File: src/rtl/pipeline_trace_tracker_pkg.sv
// gouram_datatypes: shared types and constants for the pipeline trace tracker.
//   trace_format - one complete per-instruction trace record (MSB-first fields)
//   ex_entry_t   - EX queue slot: a record under construction plus its status
//   OPC_LOAD / OPC_STORE / HALT_INSTR - decode constants
package gouram_datatypes;

    typedef struct packed {
        logic        [31:0] instruction;
        logic        [31:0] addr;
        logic signed [31:0] if_start;
        logic signed [31:0] if_end;
        logic signed [31:0] id_start;
        logic signed [31:0] id_end;
        logic signed [31:0] ex_start;
        logic signed [31:0] ex_end;
        logic        [31:0] mem_addr;
    } trace_format;

    typedef struct packed {
        trace_format rec;
        logic        is_mem;     // load/store: waits for the data bus
        logic        requested;  // data request already attributed
        logic        done;       // record complete, may retire
    } ex_entry_t;

    localparam logic [6:0]  OPC_LOAD   = 7'b0000011;
    localparam logic [6:0]  OPC_STORE  = 7'b0100011;
    localparam logic [31:0] HALT_INSTR = 32'h0000006F;

    function automatic logic is_mem_op(input logic [6:0] opcode);
        return (opcode == OPC_LOAD) || (opcode == OPC_STORE);
    endfunction

endpackage

File: src/rtl/pipeline_trace_tracker_if.sv
// Core probe bundle observed by the trace tracker.
//   instr_*          - OBI-style instruction fetch bus
//   decode_phase_end - ID hands its instruction to EX
//   pc_set           - PC redirect, flushes prefetched instructions
//   data_mem_*       - data bus request / response
// master: the core side driving the probes; slave: the tracker observing them.
interface pipeline_trace_tracker_if
    import gouram_datatypes::*;
#(
    parameter int INSTR_ADDR_WIDTH = 16,
    parameter int INSTR_DATA_WIDTH = 32,
    parameter int DATA_ADDR_WIDTH  = 32
);
    logic                        instr_req;
    logic                        instr_gnt;
    logic [INSTR_ADDR_WIDTH-1:0] instr_addr;
    logic                        instr_rvalid;
    logic [INSTR_DATA_WIDTH-1:0] instr_rdata;
    logic                        decode_phase_end;
    logic                        pc_set;
    logic                        data_mem_req;
    logic [DATA_ADDR_WIDTH-1:0]  data_mem_addr;
    logic                        data_mem_rvalid;

    modport master (
        output instr_req, instr_gnt, instr_addr, instr_rvalid, instr_rdata,
        output decode_phase_end, pc_set,
        output data_mem_req, data_mem_addr, data_mem_rvalid
    );

    modport slave (
        input instr_req, instr_gnt, instr_addr, instr_rvalid, instr_rdata,
        input decode_phase_end, pc_set,
        input data_mem_req, data_mem_addr, data_mem_rvalid
    );
endinterface

File: src/rtl/pipeline_trace_tracker_sync_fifo.sv
// sync_fifo: first-word-fall-through FIFO with synchronous clear.
//   clk, rst_n (sync, active-low), clear (empties the FIFO)
//   push/push_data, pop/pop_data (head is visible combinationally)
//   full, empty, count
// A push while full is accepted only if a pop frees a slot on the same edge.
module sync_fifo #(
    parameter int WIDTH = 8,
    parameter int DEPTH = 8
) (
    input  logic                       clk,
    input  logic                       rst_n,
    input  logic                       clear,
    input  logic                       push,
    input  logic [WIDTH-1:0]           push_data,
    input  logic                       pop,
    output logic [WIDTH-1:0]           pop_data,
    output logic                       full,
    output logic                       empty,
    output logic [$clog2(DEPTH+1)-1:0] count
);
    localparam int CNT_W = $clog2(DEPTH + 1);
    localparam int PTR_W = (DEPTH > 1) ? $clog2(DEPTH) : 1;

    logic [WIDTH-1:0] mem [DEPTH];
    logic [PTR_W-1:0] rd_ptr_reg;
    logic [PTR_W-1:0] wr_ptr_reg;
    logic [CNT_W-1:0] count_reg;
    logic             do_push;
    logic             do_pop;

    function automatic logic [PTR_W-1:0] ptr_inc(input logic [PTR_W-1:0] p);
        return (p == PTR_W'(DEPTH - 1)) ? '0 : p + PTR_W'(1);
    endfunction

    assign empty    = (count_reg == '0);
    assign full     = (count_reg == CNT_W'(DEPTH));
    assign count    = count_reg;
    assign pop_data = mem[rd_ptr_reg];
    assign do_pop   = pop & ~empty;
    assign do_push  = push & (~full | do_pop) & ~clear;

    always_ff @(posedge clk) begin
        if (do_push) begin
            mem[wr_ptr_reg] <= push_data;
        end
    end

    always_ff @(posedge clk) begin
        if (!rst_n || clear) begin
            rd_ptr_reg <= '0;
            wr_ptr_reg <= '0;
            count_reg  <= '0;
        end else begin
            if (do_push) wr_ptr_reg <= ptr_inc(wr_ptr_reg);
            if (do_pop)  rd_ptr_reg <= ptr_inc(rd_ptr_reg);
            count_reg <= count_reg + CNT_W'(do_push) - CNT_W'(do_pop);
        end
    end
endmodule

File: src/rtl/pipeline_trace_tracker.sv
// pipeline_trace_tracker: cycle-stamped IF/ID/EX tracer for an in-order core.
//   clk, rst_n (sync, active-low)
//   counter          - free-running cycle count, sampled for every timestamp
//   probe            - core probe bundle (fetch bus, decode, redirect, data bus)
//   trace_data_o     - last retired record; valid while trace_valid pulses
//   trace_valid      - one-cycle pulse per retired instruction, program order
//   repeat_detected  - sticky, a jal x0,0 record was emitted
//   overflow         - sticky, some record was dropped on a full buffer
// TRACE_BUFFER_SIZE must be a power of two (EX queue pointers wrap naturally).
module pipeline_trace_tracker
    import gouram_datatypes::*;
#(
    parameter int INSTR_ADDR_WIDTH       = 16,
    parameter int INSTR_DATA_WIDTH       = 32,
    parameter int DATA_ADDR_WIDTH        = 32,
    parameter int IF_TRACKER_BUFFER_SIZE = 8,
    parameter int TRACE_BUFFER_SIZE      = 8
) (
    input  logic                    clk,
    input  logic                    rst_n,
    input  logic signed [31:0]      counter,
    pipeline_trace_tracker_if.slave probe,
    output trace_format             trace_data_o,
    output logic                    trace_valid,
    output logic                    repeat_detected,
    output logic                    overflow
);
    localparam int IF_CNT_W = $clog2(IF_TRACKER_BUFFER_SIZE + 1);
    localparam int PEND_W   = INSTR_ADDR_WIDTH + 32;
    localparam int FETCH_W  = INSTR_DATA_WIDTH + INSTR_ADDR_WIDTH + 64;
    localparam int EX_PTR_W = (TRACE_BUFFER_SIZE > 1) ? $clog2(TRACE_BUFFER_SIZE) : 1;
    localparam int EX_CNT_W = $clog2(TRACE_BUFFER_SIZE + 1);

    // ---------------- IF pending: granted, awaiting rvalid ----------------
    logic                        pend_push, pend_pop, pend_full, pend_empty, pend_drop;
    logic [IF_CNT_W-1:0]         pend_count;
    logic [PEND_W-1:0]           pend_head;
    logic [INSTR_ADDR_WIDTH-1:0] pend_addr;
    logic signed [31:0]          pend_if_start;

    assign pend_push = probe.instr_req & probe.instr_gnt;
    assign pend_pop  = probe.instr_rvalid & ~pend_empty;
    assign pend_drop = pend_push & pend_full & ~pend_pop;
    assign {pend_addr, pend_if_start} = pend_head;

    sync_fifo #(.WIDTH(PEND_W), .DEPTH(IF_TRACKER_BUFFER_SIZE)) u_pend_fifo (
        .clk(clk), .rst_n(rst_n), .clear(1'b0),
        .push(pend_push), .push_data({probe.instr_addr, counter}),
        .pop(pend_pop), .pop_data(pend_head),
        .full(pend_full), .empty(pend_empty), .count(pend_count)
    );

    // Responses still owed to requests issued before a redirect are dropped.
    logic [IF_CNT_W-1:0] discard_reg, discard_next;
    logic                rvalid_keep;

    assign rvalid_keep = pend_pop & ~probe.pc_set & (discard_reg == '0);

    always_comb begin
        discard_next = discard_reg;
        if (probe.pc_set) begin
            // A same-cycle rvalid already consumes one stale entry; a same-cycle
            // grant is the redirect target and is not counted.
            discard_next = pend_count - IF_CNT_W'(pend_pop);
        end else if (pend_pop && discard_reg != '0) begin
            discard_next = discard_reg - IF_CNT_W'(1);
        end
    end

    always_ff @(posedge clk) begin
        if (!rst_n) discard_reg <= '0;
        else        discard_reg <= discard_next;
    end

    // ---------------- IF fetched: awaiting decode ----------------
    logic                        fetch_push, fetch_pop, fetch_full, fetch_empty, fetch_drop;
    logic [IF_CNT_W-1:0]         fetch_count_unused;
    logic [FETCH_W-1:0]          fetch_head;
    logic [INSTR_DATA_WIDTH-1:0] f_instr;
    logic [INSTR_ADDR_WIDTH-1:0] f_addr;
    logic signed [31:0]          f_if_start, f_if_end;

    assign fetch_push = rvalid_keep;
    assign fetch_pop  = probe.decode_phase_end & ~fetch_empty;
    assign fetch_drop = fetch_push & fetch_full & ~fetch_pop;
    assign {f_instr, f_addr, f_if_start, f_if_end} = fetch_head;

    // pc_set clears after the same-cycle decode pop has been taken from the head.
    sync_fifo #(.WIDTH(FETCH_W), .DEPTH(IF_TRACKER_BUFFER_SIZE)) u_fetch_fifo (
        .clk(clk), .rst_n(rst_n), .clear(probe.pc_set),
        .push(fetch_push), .push_data({probe.instr_rdata, pend_addr, pend_if_start, counter}),
        .pop(fetch_pop), .pop_data(fetch_head),
        .full(fetch_full), .empty(fetch_empty), .count(fetch_count_unused)
    );

    // ---------------- EX in-order queue, updated in place ----------------
    ex_entry_t                  ex_q_reg [TRACE_BUFFER_SIZE];
    logic [EX_PTR_W-1:0]        ex_head_reg, ex_tail_reg;
    logic [EX_CNT_W-1:0]        ex_count_reg;
    logic [EX_PTR_W-1:0]        ord_idx [TRACE_BUFFER_SIZE];
    logic [DATA_ADDR_WIDTH-1:0] data_addr;
    ex_entry_t                  new_entry;
    logic                       ex_push, ex_pop, ex_drop;
    logic                       req_found, rsp_found;
    logic [EX_PTR_W-1:0]        req_idx, rsp_idx;

    assign data_addr = probe.data_mem_addr;

    always_comb begin
        new_entry                 = '0;
        new_entry.rec.instruction = 32'(f_instr);
        new_entry.rec.addr        = 32'(f_addr);
        new_entry.rec.if_start    = f_if_start;
        new_entry.rec.if_end      = f_if_end;
        new_entry.rec.id_start    = f_if_end;
        new_entry.rec.id_end      = counter;
        new_entry.is_mem          = is_mem_op(f_instr[6:0]);
        if (!new_entry.is_mem) begin
            new_entry.rec.ex_start = counter;
            new_entry.rec.ex_end   = counter + 32'sd1;
            new_entry.done         = 1'b1;
        end
    end

    // ord_idx[k] is the slot holding the k-th oldest entry.
    genvar gi;
    generate
        for (gi = 0; gi < TRACE_BUFFER_SIZE; gi++) begin : g_ord
            assign ord_idx[gi] = ex_head_reg + EX_PTR_W'(gi);
        end
    endgenerate

    // Oldest un-requested memory op owns a data request; oldest requested,
    // unfinished op owns a data response. Both may fire in one cycle.
    always_comb begin
        req_found = 1'b0;
        req_idx   = '0;
        rsp_found = 1'b0;
        rsp_idx   = '0;
        for (int i = 0; i < TRACE_BUFFER_SIZE; i++) begin
            if (EX_CNT_W'(i) < ex_count_reg) begin
                if (!req_found && ex_q_reg[ord_idx[i]].is_mem && !ex_q_reg[ord_idx[i]].requested) begin
                    req_found = 1'b1;
                    req_idx   = ord_idx[i];
                end
                if (!rsp_found && ex_q_reg[ord_idx[i]].requested && !ex_q_reg[ord_idx[i]].done) begin
                    rsp_found = 1'b1;
                    rsp_idx   = ord_idx[i];
                end
            end
        end
    end

    assign ex_pop  = (ex_count_reg != '0) && ex_q_reg[ex_head_reg].done;
    assign ex_push = fetch_pop && ((ex_count_reg != EX_CNT_W'(TRACE_BUFFER_SIZE)) || ex_pop);
    assign ex_drop = fetch_pop && !ex_push;

    always_ff @(posedge clk) begin
        if (!rst_n) begin
            for (int i = 0; i < TRACE_BUFFER_SIZE; i++) ex_q_reg[i] <= '0;
            ex_head_reg  <= '0;
            ex_tail_reg  <= '0;
            ex_count_reg <= '0;
        end else begin
            if (req_found && probe.data_mem_req) begin
                ex_q_reg[req_idx].requested    <= 1'b1;
                ex_q_reg[req_idx].rec.ex_start <= counter;
                ex_q_reg[req_idx].rec.mem_addr <= 32'(data_addr);
            end
            if (rsp_found && probe.data_mem_rvalid) begin
                ex_q_reg[rsp_idx].done       <= 1'b1;
                ex_q_reg[rsp_idx].rec.ex_end <= counter;
            end
            if (ex_push) begin
                ex_q_reg[ex_tail_reg] <= new_entry;
                ex_tail_reg           <= ex_tail_reg + EX_PTR_W'(1);
            end
            if (ex_pop) ex_head_reg <= ex_head_reg + EX_PTR_W'(1);
            ex_count_reg <= ex_count_reg + EX_CNT_W'(ex_push) - EX_CNT_W'(ex_pop);
        end
    end

    // ---------------- Output register ----------------
    always_ff @(posedge clk) begin
        if (!rst_n) begin
            trace_data_o    <= '0;
            trace_valid     <= 1'b0;
            repeat_detected <= 1'b0;
            overflow        <= 1'b0;
        end else begin
            trace_valid <= ex_pop;
            if (ex_pop) begin
                trace_data_o <= ex_q_reg[ex_head_reg].rec;
                if (ex_q_reg[ex_head_reg].rec.instruction == HALT_INSTR) repeat_detected <= 1'b1;
            end
            if (pend_drop || fetch_drop || ex_drop) overflow <= 1'b1;
        end
    end
endmodule

File: src/flat_wrapper.sv
// flat-port wrapper written by rule: the top's interface ports become plain ports
module pipeline_trace_tracker_flat import gouram_datatypes::*;
#(
    parameter int INSTR_ADDR_WIDTH       = 16,
    parameter int INSTR_DATA_WIDTH       = 32,
    parameter int DATA_ADDR_WIDTH        = 32,
    parameter int IF_TRACKER_BUFFER_SIZE = 8,
    parameter int TRACE_BUFFER_SIZE      = 8
)
  (clk, rst_n, counter, trace_data_o, trace_valid, repeat_detected, overflow, probe_instr_req, probe_instr_gnt, probe_instr_addr, probe_instr_rvalid, probe_instr_rdata, probe_decode_phase_end, probe_pc_set, probe_data_mem_req, probe_data_mem_addr, probe_data_mem_rvalid);
  pipeline_trace_tracker_if #(.INSTR_ADDR_WIDTH(INSTR_ADDR_WIDTH), .INSTR_DATA_WIDTH(INSTR_DATA_WIDTH), .DATA_ADDR_WIDTH(DATA_ADDR_WIDTH)) probe_i ();
  input  logic clk;
  input  logic rst_n;
  input  logic signed [31:0] counter;
  output trace_format trace_data_o;
  output logic trace_valid;
  output logic repeat_detected;
  output logic overflow;
  input wire logic [$bits(probe_i.instr_req)-1:0] probe_instr_req;
  input wire logic [$bits(probe_i.instr_gnt)-1:0] probe_instr_gnt;
  input wire logic [$bits(probe_i.instr_addr)-1:0] probe_instr_addr;
  input wire logic [$bits(probe_i.instr_rvalid)-1:0] probe_instr_rvalid;
  input wire logic [$bits(probe_i.instr_rdata)-1:0] probe_instr_rdata;
  input wire logic [$bits(probe_i.decode_phase_end)-1:0] probe_decode_phase_end;
  input wire logic [$bits(probe_i.pc_set)-1:0] probe_pc_set;
  input wire logic [$bits(probe_i.data_mem_req)-1:0] probe_data_mem_req;
  input wire logic [$bits(probe_i.data_mem_addr)-1:0] probe_data_mem_addr;
  input wire logic [$bits(probe_i.data_mem_rvalid)-1:0] probe_data_mem_rvalid;
  assign probe_i.instr_req = probe_instr_req;
  assign probe_i.instr_gnt = probe_instr_gnt;
  assign probe_i.instr_addr = probe_instr_addr;
  assign probe_i.instr_rvalid = probe_instr_rvalid;
  assign probe_i.instr_rdata = probe_instr_rdata;
  assign probe_i.decode_phase_end = probe_decode_phase_end;
  assign probe_i.pc_set = probe_pc_set;
  assign probe_i.data_mem_req = probe_data_mem_req;
  assign probe_i.data_mem_addr = probe_data_mem_addr;
  assign probe_i.data_mem_rvalid = probe_data_mem_rvalid;
  pipeline_trace_tracker #(.INSTR_ADDR_WIDTH(INSTR_ADDR_WIDTH), .INSTR_DATA_WIDTH(INSTR_DATA_WIDTH), .DATA_ADDR_WIDTH(DATA_ADDR_WIDTH), .IF_TRACKER_BUFFER_SIZE(IF_TRACKER_BUFFER_SIZE), .TRACE_BUFFER_SIZE(TRACE_BUFFER_SIZE)) u_core (.clk(clk), .rst_n(rst_n), .counter(counter), .probe(probe_i), .trace_data_o(trace_data_o), .trace_valid(trace_valid), .repeat_detected(repeat_detected), .overflow(overflow));
endmodule
File: config.mk
export PLATFORM = sky130hd
export DESIGN_NAME = pipeline_trace_tracker_flat
export DESIGN_NICKNAME = d
export VERILOG_FILES = /design/src/rtl/pipeline_trace_tracker_pkg.sv /design/src/rtl/pipeline_trace_tracker_if.sv /design/src/rtl/pipeline_trace_tracker_sync_fifo.sv /design/src/rtl/pipeline_trace_tracker.sv /design/src/flat_wrapper.sv
export SDC_FILE = /design/constraint.sdc
export NUM_CORES = 2
export LEC_CHECK = 0
export CORE_UTILIZATION = 30
export DETAILED_ROUTE_END_ITERATION = 7
export PLACE_DENSITY_LB_ADDON = 0.2
export SLEW_MARGIN = 10
export SYNTH_ARGS = -nofsm -noshare
export SYNTH_HDL_FRONTEND = slang
export SYNTH_SLANG_ARGS = --single-unit
File: constraint.sdc
create_clock -name clk -period 14.8 [get_ports clk]
set_input_delay 2.96 -clock clk [delete_from_list [all_inputs] [get_ports clk]]
set_output_delay 2.96 -clock clk [all_outputs]
set_load 0.005 [all_outputs]
Yosys cells after proc, flatten, opt, wreduce, memory -nomap -nowiden
Memory sizes are Yosys's and may differ from the RTL's. A register that Yosys moved wholly into a read port is not among the register bits.
Index checks and enable logic that the tools add are counted.
{"block": "totals", "elab_cells": 271, "ff_bits": 325, "inputBits": 121, "ram_bits": 3480, "output_inout_bits": 291, "n_memories": 3}
{"block": "op_classes", "muxes": 101, "n_eq_ne": 10, "reduce_logical": 83, "n_bitwise": 23, "add_sub_neg": 21, "n_lt_le_gt_ge": 8}
{"memory": "u_core.ex_q_reg", "words": 8, "word_bits": 275, "read_ports": 8, "rd_ports_with_merged_regs": 1, "write_ports": 8, "line": "pipeline_trace_tracker.sv:97", "text": "ex_entry_t ex_q_reg [TRACE_BUFFER_SIZE];"}
{"memory": "u_core.u_fetch_fifo.mem", "words": 8, "word_bits": 112, "read_ports": 1, "rd_ports_with_merged_regs": 1, "write_ports": 1, "line": "pipeline_trace_tracker_sync_fifo.sv:24", "text": "logic [WIDTH-1:0] mem [DEPTH];"}
{"memory": "u_core.u_pend_fifo.mem", "words": 8, "word_bits": 48, "read_ports": 1, "rd_ports_with_merged_regs": 1, "write_ports": 1, "line": "pipeline_trace_tracker_sync_fifo.sv:24"}
{"operator": "2-to-1 mux 275 bit", "n": 3}
{"operator": "OR reduction 275 bit", "n": 3}
{"operator": "2-to-1 mux 3 bit", "n": 45}
{"operator": "2-to-1 mux 64 bit", "n": 1}
{"operator": "2-to-1 mux 1 bit", "n": 48}
{"operator": "logical AND 1 bit", "n": 36}
{"operator": "adder 32 x 2 -> 32 bit (second input constant)", "n": 1}
{"operator": "equality test 32 x 7 -> 1 bit (second input constant)", "n": 1}
{"operator": "zero test 1 bit", "n": 32}
{"operator": "adder 3 x 1 -> 3 bit (second input constant)", "n": 6}
{"operator": "less-than comparator 3 x 4 -> 1 bit (first input constant)", "n": 4}
{"operator": "subtractor 4 x 1 -> 4 bit", "n": 4}
{"operator": "AND 1 bit", "n": 14}
{"operator": "adder 3 bit (second input constant)", "n": 4}
{"operator": "adder 4 x 1 -> 4 bit", "n": 3}
{"operator": "equality test 3 bit (second input constant)", "n": 4}
{"operator": "zero test 4 bit", "n": 3}
{"operator": "equality test 4 bit (second input constant)", "n": 2}
{"operator": "less-than comparator 1 x 4 -> 1 bit (first input constant)", "n": 2}
{"operator": "less-than comparator 2 x 4 -> 1 bit (first input constant)", "n": 2}
{"operator": "2-to-1 mux 4 bit", "n": 2}
{"operator": "nonzero test 4 bit", "n": 2}
{"operator": "equality test 7 x 2 -> 1 bit (second input constant)", "n": 1}
{"operator": "equality test 7 x 6 -> 1 bit (second input constant)", "n": 1}
{"operator": "other kinds (9)", "n": 22}

Longest topological paths before layout
{"block": "depth", "ltp_word": 45, "mapped_depth": 17, "mapped_depth_nobuf": 13}

Cells and area by module
From an unflattened synthesis, not the netlist that was laid out.
{"block": "unflattened", "hier_cells": 9312, "hier_area_um2": 149624.8}
{"module": "pipeline_trace_tracker", "n_inst": 1, "seq_area_each_um2": 60858.4, "area_each_um2": 99678.1, "cells_per_inst": 7293}
{"module": "sync_fifo (u_core.u_fetch_fifo)", "n_inst": 1, "seq_area_each_um2": 27166.1, "area_each_um2": 34606.9, "cells_per_inst": 1380}
{"module": "sync_fifo (u_core.u_pend_fifo)", "n_inst": 1, "seq_area_each_um2": 11791.3, "area_each_um2": 15339.7, "cells_per_inst": 639}

Least setup slack after synthesis
OpenSTA, ideal clock, no wires.
{"block": "synth_path", "kind": "in2reg", "startpoint": "in probe_pc_set", "endpoint": "mem u_core.u_fetch_fifo.mem[1][0] (netlist bit) (enable)", "slack_ns": -1.220, "cell_stages": 4, "n_path_buf": 1, "arrival_time_ns": 15.123, "required_ns": 13.902, "path_cell_list": "clkbuf_1 > nor3_1 > nand2_1 > nor4b_1"}
{"block": "synth_via", "elab_chain_len": 7}
{"element": "from (decl)", "line": "flat_wrapper.sv:25", "text": "input wire logic [$bits(probe_i.pc_set)-1:0] probe_pc_set;"}
{"element": "inverter 1 bit *", "line": "pipeline_trace_tracker_sync_fifo.sv:40, pipeline_trace_tracker.sv:57"}
{"element": "AND 1 bit (2 in series)", "line": "pipeline_trace_tracker.sv:57", "text": "assign rvalid_keep = pend_pop & ~probe.pc_set & (discard_reg == '0);"}
{"element": "AND 1 bit", "line": "pipeline_trace_tracker_sync_fifo.sv:40", "text": "assign do_push = push & (~full | do_pop) & ~clear;"}
{"element": "AND 1 bit *", "line": "pipeline_trace_tracker_sync_fifo.sv:40"}
{"element": "2-to-1 mux 1 bit *", "line": "pipeline_trace_tracker_sync_fifo.sv:43", "text": "if (do_push) begin"}
{"element": "2-to-1 mux 1 bit (implied by the code) *", "line": "pipeline_trace_tracker_sync_fifo.sv:44", "text": "mem[wr_ptr_reg] <= push_data;"}
{"element": "to (decl)", "line": "pipeline_trace_tracker_sync_fifo.sv:24"}
Mark *: on every way between the ends. The rest lies on a longest branch, timed or not.

==> impl_metrics.csv <==
group,metric,value,unit
clocking,clock_latency,1.00,ns
synth,synth_top_family_by_area,"multiplexers",
synth,synth_simple_gate_area_frac,0.0804,
grt,grt_pass1_wl,647000,um
synth,synth.area.top_cells,"edfxtp_1 60%, mux4_2 13%, dfxtp_1 7.6%, mux2i_1 3.1%, nor2_1 2.5%",
routing,postRouteAntennaNets,0,
power,power_frac_clock,0.384,
synth,yosysSeqAreaShare,0.678,
power,switching_share,0.268,
place,port_buffers,395,
place,gp_congestion,0.789,
routing,wl_met1,196000,um
synth,postSynth.asyncResetShare,0,
grt,grt_max_degree,146,
clocking,cts_sinks,3510,
sta,finalCriticalPeriod,7.66,ns
synth,synth_mux_area_frac,0.163,
clocking,cts_resized,0,
place,postPlaceCellArea,158000,um2
sta,period_share,0.518,
grt,first_global_vias,87300,
clocking,htree_levels,5,
sta,tightest_slew,1.29,ns
place,place_hpwl,262000,um
synth,synth-xor-area-share,0.00220,
routing,drtIter0Drc,7742,
sta,fin_skew,0.0792,ns
synth,synth_seq_cells,3510,
sta,fmax,0.131,GHz
floorplan,die_y,702,um
final_layout,fin_util,0.350,
hold_path,hold_path_class,"reg -> reg",
critical_path,end_kind,"register",
sta,drv_slew,0,
routing,vias,83800,
run,maxCapViolCount,0,
synth,synth_top_cell_area_share,0.602,
synth,syn_avg_cell_area,15.9,um2
synth,synth_ff_type,"edfxtp_1",
final_layout,area_growth,15.8,%
routing,drc,0,
grt,grt_usage,0.181,
sta,rsz0062_at_grt,"false",
sta,setup_viol,0,
power,total_power,24.6,mW
routing,viasPerCell,5.16,
floorplan,die_area,493000,um2
critical_path,crit_arrival,8.25,ns
synth,synth_most_common_cell,"edfxtp_1",
synth,synth_cell_types,89,
clocking,cts.path.max_buffers,4,
sta,setup_tns,0,ns
clocking,holdBufCountCts,0,
clocking,clockRootBuffer,"clkbuf_16",
power,comb_power_share,0.144,
synth,netlist_area,147000,um2
routing,wl_per_cell,28.1,um
power,power.leakage,59.1,nW
sta,hold_viol_final,0,
clocking,clk_pin_slew,0.06,ns
power,powerDensity,144,nW/um2
floorplan,rows,256,
power,vdd_ir_drop_max,0.000148,V
routing,wirelength,457000,um
final_layout,drive_gt1_frac,0.190,
synth,synth_compound_area_frac,0.0474,
floorplan,chipWidth,702,um
synth,ys_warn_count,0,
synth,syn_inst,9273,
critical_path,path_max_fanout,98,
power,switching_power,6.59,mW
final_layout,largest_reg_flops,1944,
final_layout,fin_area,170000,um2
grt,antenna_found_initial,58,
clocking,cts_setup_buffers,0,
synth,yosys.area_share.adder,0.00338,
clocking,cts_tree,"done",
grt,grt_overflow,0,
synth,synth_edf_count,2952,
synth,ys_top_cells_by_count,"2952 x edfxtp_1, 973 x nor2_1, 829 x mux4_2, 675 x nand2_1, 558 x dfxtp_1",
clocking,numCtsBuffers,390,
floorplan,core_area,487000,um2
final_layout,final_nets,9619,
final_layout,num-fill-cells,45900,
sta,max-slew-margin-rel,0.116,
routing,wl_met2,222000,um
power,p_int,18.0,mW
critical_path,worstPathRequired,15.39,ns
synth,synth_top_cell_by_area,"edfxtp_1",
critical_path,critPathKind,"in -> reg",
routing,highest_layer,"met5",
floorplan,io_pins,412,
outcome,status,"completed",
floorplan,start_util,0.302,
routing,firstDrtPassIters,6,
critical_path,crit_path_start_kind,"input port",
power,power_frac_seq,0.473,
routing,wl_met3,26000,um
==> path summary, 6_finish.rpt <==
path	slack, ns	from	cells past startpoint	endpoint
min	0.44	u_core.ex_q_reg[3][14]	2	u_core.ex_q_reg[3][14]
min reg2reg	0.44	u_core.ex_q_reg[3][14]	2	u_core.ex_q_reg[3][14]
max	7.14	probe_decode_phase_end	9	u_core.ex_q_reg[5][192]
max reg2reg	8.04	register	10	u_core.ex_q_reg[5][192]
==> logic make-up (layout without fill, tap and decap cells) <==
| family | count (synthesis) | count (layout) |
|---|---|---|
| buffers and inverters | 888 | 1378 |
| other | 1 | 32 |
| muxes | 1353 | 1353 |
| xor gates and xnor gates | 37 | 37 |
| and+or+nand+nor | 2534 | 2534 |
| adders and majority gates | 38 | 38 |
| DFF | 3510 | 3510 |
| AOI/OAI and AO/OA | 912 | 912 |
==> layout by cell type (no fill, tap or decap), types with 69 or more instances in the layout <==
master,netlist,routed
a21o_1,84,84
a21oi_1,107,107
and2_1,251,240
and3_1,85,84
buf_4,57,223
clkbuf_1,520,87
clkbuf_16,0,393
clkdlybuf4s50_1,0,362
clkinv_1,3,74
clkinv_2,0,85
dfxtp_1,558,548
edfxtp_1,2952,2952
mux2_2,69,69
mux2i_1,455,448
mux4_2,829,829
nand2_1,675,662
nand4_1,141,141
nor2_1,973,965
nor2b_1,245,243
o211a_1,237,237
o21ai_0,103,95
o21ai_1,91,91
o2bb2ai_1,120,120
==> power groups by stage <==
stage               Sequential (mW)  Combinational [mW]  Clock [mW]
floorplan                      11.8                2.13           0
global placement               11.8                3.53           0
detailed placement             11.8                3.58           0
CTS                            11.6                3.59        9.64
global route                   11.7                3.78        10.0
finish                         11.6                3.53        9.43
==> per-layer routing <==
metal | global-route usage | up-vias
met1 | 0.242 | 44600
met5 | 0 | -
li1 | - | 35900
met4 | 0.0504 | 28
met2 | 0.304 | 2649
met3 | 0.0279 | 691
==> critical path, cell delays in order <==
cell and delay (ns):
clkdlybuf4s50_1 0.50, nand2_1 0.32, a31oi_2 0.60, and3_2 0.31, buf_4 0.63, nand2_4 0.70
and2_2 0.53, inv_8 0.69, buf_4 0.88
==> per-stage QoR <==
| step | instances | setup WS, ns | hold slack, ns |
|---|---|---|---|
| 2_1_floorplan | 9288 | -1.22 | 0.425 |
| 3_3_place_gp | 15500 | 6.01 | 0.432 |
| 3_5_place_dp | 15500 | 5.95 | 0.440 |
| 4_1_cts | 16200 | 7.00 | 0.449 |
| 5_1_grt | 16200 | 6.89 | 0.466 |
| 6_report | 16200 | 7.14 | 0.443 |
==> final cells by class <==
| cell class | count | area [um2] | area share |
|---|---|---|---|
| flip-flops and latches | 3510 | 99800 | 0.586 |
| multi-input cells | 4890 | 44200 | 0.260 |
| clock buffers | 495 | 10400 | 0.0608 |
| well taps | 6450 | 8070 | 0.0474 |
| repair buffers | 628 | 5690 | 0.0334 |
| clock inverters | 215 | 1930 | 0.0113 |
| inverters | 40 | 218 | 0.00128 |
| diodes | 16 | 40.0 | 0.000235 |
Note: power is estimated with default switching activity, not from simulation.
